[config.mk]
export PLATFORM = sky130hd
export DESIGN_NAME = alu_cmd_issue
export DESIGN_NICKNAME = d
export VERILOG_FILES = /design/src/rtl/alu_cmd_issue.sv
export SDC_FILE = /design/constraint.sdc
export NUM_CORES = 1
export LEC_CHECK = 0
export ABC_CLOCK_PERIOD_IN_PS = 2500
export CORE_MARGIN = 4
export CORE_UTILIZATION = 50
export CTS_BUF_LIST = sky130_fd_sc_hd__clkbuf_2
export DETAILED_ROUTE_END_ITERATION = 12
export PLACE_DENSITY = 0.82
export SYNTH_ARGS = -nofsm -noshare
export SYNTH_HDL_FRONTEND = slang
export SYNTH_SLANG_ARGS = --single-unit
[constraint.sdc]
create_clock -name clk -period 2.5 [get_ports clk]
set_clock_uncertainty 0.1 [all_clocks]
set_input_delay 0.5 -clock clk [delete_from_list [all_inputs] [get_ports clk]]
set_output_delay 0.5 -clock clk [all_outputs]
set_load 0.1 [all_outputs]
[src/rtl/alu_cmd_issue.sv]
// Issue stage for the combinational ALU: queues commands, feeds one at a time into
// registered ALU operands, and captures the result behind a valid/ready handshake.
module alu_cmd_issue #(
  parameter int N     = 16,
  parameter int DEPTH = 4
) (
  input  logic         clk,
  input  logic         rst,
  input  logic         cmd_valid,
  output logic         cmd_ready,
  input  logic [N-1:0] cmd_a,
  input  logic [N-1:0] cmd_b,
  input  logic         cmd_cin,
  input  logic [3:0]   cmd_mode,
  output logic [N-1:0] alu_a,
  output logic [N-1:0] alu_b,
  output logic         alu_cin,
  output logic [3:0]   alu_mode,
  input  logic [N-1:0] alu_y,
  input  logic         alu_cout,
  input  logic         alu_ovf,
  output logic         res_valid,
  input  logic         res_ready,
  output logic [N-1:0] res_y,
  output logic         res_cout,
  output logic         res_ovf,
  output logic         ovf_sticky,
  input  logic         ovf_clr,
  output logic         busy
);

  localparam int AW = $clog2(DEPTH);
  localparam int EW = 2 * N + 5;

  typedef enum logic [1:0] {IDLE, EXEC, DONE} state_t;

  state_t         state_q, state_d;
  logic [EW-1:0]  mem_q [DEPTH];
  logic [AW-1:0]  wrPtr_q, rdPtr_q;
  logic [AW:0]    count_q, count_d;
  logic [EW-1:0]  headEntry;
  logic           fifoEmpty, fifoFull, push, pop, capture, release_;
  logic           arithMode, maskedCout, maskedOvf;

  logic [N-1:0]   aluA_q, aluB_q, resY_q;
  logic           aluCin_q, resValid_q, resCout_q, resOvf_q, ovfSticky_q;
  logic [3:0]     aluMode_q;

  assign fifoEmpty = (count_q == '0);
  assign fifoFull  = (count_q == (AW + 1)'(DEPTH));
  assign push      = cmd_valid && !fifoFull;
  assign headEntry = mem_q[rdPtr_q];

  // Only add and subtract produce meaningful carry/overflow
  assign arithMode  = (aluMode_q == 4'd4) || (aluMode_q == 4'd5);
  assign maskedCout = arithMode && alu_cout;
  assign maskedOvf  = arithMode && alu_ovf;

  always_comb begin
    state_d  = state_q;
    pop      = 1'b0;
    capture  = 1'b0;
    release_ = 1'b0;
    unique case (state_q)
      IDLE: begin
        if (!fifoEmpty) begin
          pop     = 1'b1;
          state_d = EXEC;
        end
      end
      EXEC: begin
        capture = 1'b1;
        state_d = DONE;
      end
      DONE: begin
        if (res_ready) begin
          release_ = 1'b1;
          if (!fifoEmpty) begin
            pop     = 1'b1;
            state_d = EXEC;
          end else begin
            state_d = IDLE;
          end
        end
      end
      default: state_d = IDLE;
    endcase
  end

  always_comb begin
    count_d = count_q;
    if (push && !pop)      count_d = count_q + 1'b1;
    else if (pop && !push) count_d = count_q - 1'b1;
  end

  always_ff @(posedge clk) begin
    if (push) mem_q[wrPtr_q] <= {cmd_mode, cmd_cin, cmd_b, cmd_a};
  end

  always_ff @(posedge clk or posedge rst) begin
    if (rst) begin
      state_q     <= IDLE;
      wrPtr_q     <= '0;
      rdPtr_q     <= '0;
      count_q     <= '0;
      aluA_q      <= '0;
      aluB_q      <= '0;
      aluCin_q    <= 1'b0;
      aluMode_q   <= 4'd0;
      resValid_q  <= 1'b0;
      resY_q      <= '0;
      resCout_q   <= 1'b0;
      resOvf_q    <= 1'b0;
      ovfSticky_q <= 1'b0;
    end else begin
      state_q <= state_d;
      count_q <= count_d;
      if (push) wrPtr_q <= wrPtr_q + 1'b1;
      if (pop) begin
        rdPtr_q   <= rdPtr_q + 1'b1;
        aluA_q    <= headEntry[N-1:0];
        aluB_q    <= headEntry[2*N-1:N];
        aluCin_q  <= headEntry[2*N];
        aluMode_q <= headEntry[EW-1:2*N+1];
      end
      if (capture) begin
        resValid_q <= 1'b1;
        resY_q     <= alu_y;
        resCout_q  <= maskedCout;
        resOvf_q   <= maskedOvf;
      end else if (release_) begin
        resValid_q <= 1'b0;
      end
      // A new overflow takes priority over a simultaneous clear
      if (capture && maskedOvf) ovfSticky_q <= 1'b1;
      else if (ovf_clr)         ovfSticky_q <= 1'b0;
    end
  end

  assign cmd_ready  = !fifoFull;
  assign alu_a      = aluA_q;
  assign alu_b      = aluB_q;
  assign alu_cin    = aluCin_q;
  assign alu_mode   = aluMode_q;
  assign res_valid  = resValid_q;
  assign res_y      = resY_q;
  assign res_cout   = resCout_q;
  assign res_ovf    = resOvf_q;
  assign ovf_sticky = ovfSticky_q;
  assign busy       = (state_q != IDLE) || !fifoEmpty;

endmodule

==> results by group <==
Status
  – Status: completed

Worst setup path
  – Cell Chain, Critical Path: nor3_2, buf_4, nand2_1, buf_12
  – Crit-path max FO: 3
  – Top delay family on crit path: flip-flops
  – Worst path max stage delay: around 0.42 ns
  – Crit-path slowest cell: dfrtp_1
  – Kind of critical path: reg2out
  – Crit path DAT: between 1.5 and 2 ns
  – Critical Path Source Type: flip-flop
  – Setup crit end kind: output port
  – Crit path required time: 1.90 ns
  – CP bufs+invs: 2

STA
  – Setup Viol. Count Final: 0
  – Worst hold margin: 0.174 ns
  – Worst Max-Slew Pin Slew: about 0.64 ns
  – Final period utilization: a little over nine tenths
  – Hold Vio Cnt, Final: 0
  – Sum Neg Setup Slack: 0 ns
  – RSZ-0062 raised after global routing: false
  – Peak Freq: approximately 0.42 GHz
  – Fin. max-slew vios: 0
  – Tmin final: around 2.4 ns
  – Max-slew headroom: approximately 57%

Detailed routing
  – DRT Pass-1 Iters: 4
  – Top Metal Used: met4
  – Routed WL per cell: about 18 µm
  – Antenna Nets Post-Route: 0
  – Met1 WL: 6220 µm
  – Met3 Routed Length: around 990 µm
  – Via/cell ratio: a little over 5
  – 1st-iter DRT viols: approximately 150
  – Via count: around 4200
  – Met2 WL post-DR: between 7000 and 8000 µm
  – DRC viols: 0
  – Routed wire length: 15000 µm

Placed design
  – Port Buffers: ~120
  – Placed instance area: between 9000 and 10000 µm²
  – HPWL Detailed: slightly above 9000 µm
  – GP Congestion: just over 0.7

Synth
  – Cells after Synth: ~400
  – Sequential fraction of the synthesis area: 76.7%
  – Synth top area cells: edfxtp_1 (56%), dfrtp_1 (21%), mux4_2 (10%)
  – Net Count, Synth: ~470
  – Average size of a mapped cell: between 15 and 20 µm²
  – Yosys top cell by area: edfxtp_1
  – Flops & latches, synth: 214
  – Post-Syn Area: about 8000 µm²
  – Ys Warns: 0
  – Top-area cell type share of the netlist area: between 50% and 60%
  – Unique masters post-synth: 25

Global routing
  – Vias in the first global route: ~4700
  – First-pass GRT wire length: around 24000 µm
  – Largest net degree at the start of global routing: 67
  – Antenna violations before repair: 0
  – GRT overflow: 0
  – Gr usage total: between 10% and 20%

Job
  – Max cap viols: 0

Cells and area
  – # nets final: between 600 and 700
  – Fill cells: 1087
  – Ant. Diodes: 0
  – Post-layout instance area: about 10000 µm²
  – Area delta synth->final: 25.7%
  – Layout cells sized above 1: 40.7%

Clocking
  – Root Driver: clkbuf_2
  – Total CTS buffers: 52
  – Clk sinks: around 210
  – CTS tree: built
  – Clock Latency Late Sink: 0.78 ns
  – Clock H-tree levels: 2
  – CTS Buffer Depth: 3
  – Worst-path clk slew: 0.09 ns

Die
  – Die height: 134 µm
  – Starting Density: 51.7%
  – Core Region: 15400 µm²
  – Die Wd: roughly 130 µm
  – Die area: around 18000 µm²
  – FP Rows: 45
  – Boundary pin count: between 100 and 150

Hold path
  – Hold Crit Class: in2reg
==> timing repair <==
action / in CTS / in global routing
hold buffers: 1 / 0
setup endpoints to repair: 1 / 1
setup buffers: 1 / 4
gates resized for setup: 1 / 0
hold endpoints to repair: 50 / 0
==> synth_stat cells (all sizes together) <==
master	instances
ha	5
mux4	37
nor2	4
a21oi	1
xnor2	2
nand3	2
nor4b	1
mux2	39
edfxtp	148
nor3b	1
dfrtp	66
a21boi	1
nand2	54
fa	1
and2	4
xor2	4
nor3	2
nor2b	2
inv	8
clkbuf	5
o21ai	3
nand2b	1
buf	11
==> sequential cells by signal (all words and copies together) (netlist names), 2 cells and up <==
signal,flops
res_y,16
state_q,2
wrPtr_q,2
mem_q,148
alu_b,16
alu_a,16
count_q,3
alu_mode,4
rdPtr_q,2
==> logic make-up after synthesis <==
| kind of cell | after synthesis | synth area share, % |
|---|---|---|
| AND/OR/NAND/NOR | 71 | 3.81 |
| XOR/XNOR | 6 | 0.661 |
| multiplexers | 76 | 16.0 |
| adder cells (fa/ha/maj) | 6 | 1.04 |
| flip-flops | 214 | 76.7 |
| AO/OA/AOI/OAI | 5 | 0.346 |
| buffers and inverters | 24 | 1.46 |
==> per-stage QoR <==
| stage | setup slack, ns | instances | utilization, % |
|---|---|---|---|
| 4_1_cts | 0.00592 | 831 | 64.8 |
| 6_report | 0.145 | 835 | 65.0 |
| 3_5_place_dp | -0.00224 | 732 | 61.4 |
| 5_1_grt | 0.0113 | 835 | 65.0 |
| 3_3_place_gp | 0.0442 | 732 | 61.4 |
| 2_1_floorplan | 0.179 | 402 | - |
==> worst min-delay path, stage by stage <==
cell and delay [ns]:
clkdlybuf4s50_1 0.40, nand2_1 0.06, nand2_1 0.04
==> worst paths after layout <==
check | end | slack, ns | cells past startpoint | from
setup / recovery | busy | 0.15 | 4 | count_q[1]
hold reg to reg | res_cout | 0.38 | 2 | res_cout
setup reg to reg | count_q[1] | 0.33 | 9 | count_q[0]
hold / removal | res_y[13] | 0.17 | 3 | alu_y[13]
max in group asynchronous | rdPtr_q[1] | 1.37 | 4 | rst
min in group asynchronous | alu_a[10] | 0.59 | 4 | rst
==> per-layer routing <==
layer  track usage, %  vias to the layer above
li1                 -                     1918
met1             21.6                     2149
met2             28.9                      150
met3             4.58                       30
met4             6.67                        0
met5                0                        -
==> layout make-up <==
class	count	area, µm²	area share (%)
Clock buffer	87	435	4.36
Clock inverter	10	63.8	0.639
Inverter	8	31.3	0.313
Multi-Input combinational cell	164	1750	17.6
Sequential cell	214	6100	61.0
Tap cell	211	264	2.64
Timing Repair Buffer	141	1350	13.5
==> placed cells by master (no fill, tap or decap), types with 3 or more instances in the layout <==
master and n:
buf_4 70, nor2_1 4, inv_1 7, clkdlybuf4s50_1 59, clkinv_1 9, mux4_2 37, xor2_1 4, nand2_1 54
ha_1 5, and2_2 4, clkbuf_2 87, buf_12 11, mux2_2 39, edfxtp_1 148, o21ai_0 3, dfrtp_1 64
Power is not shown: default switching activity piles up to over one toggle a cycle in this logic, so the estimate is an artifact.
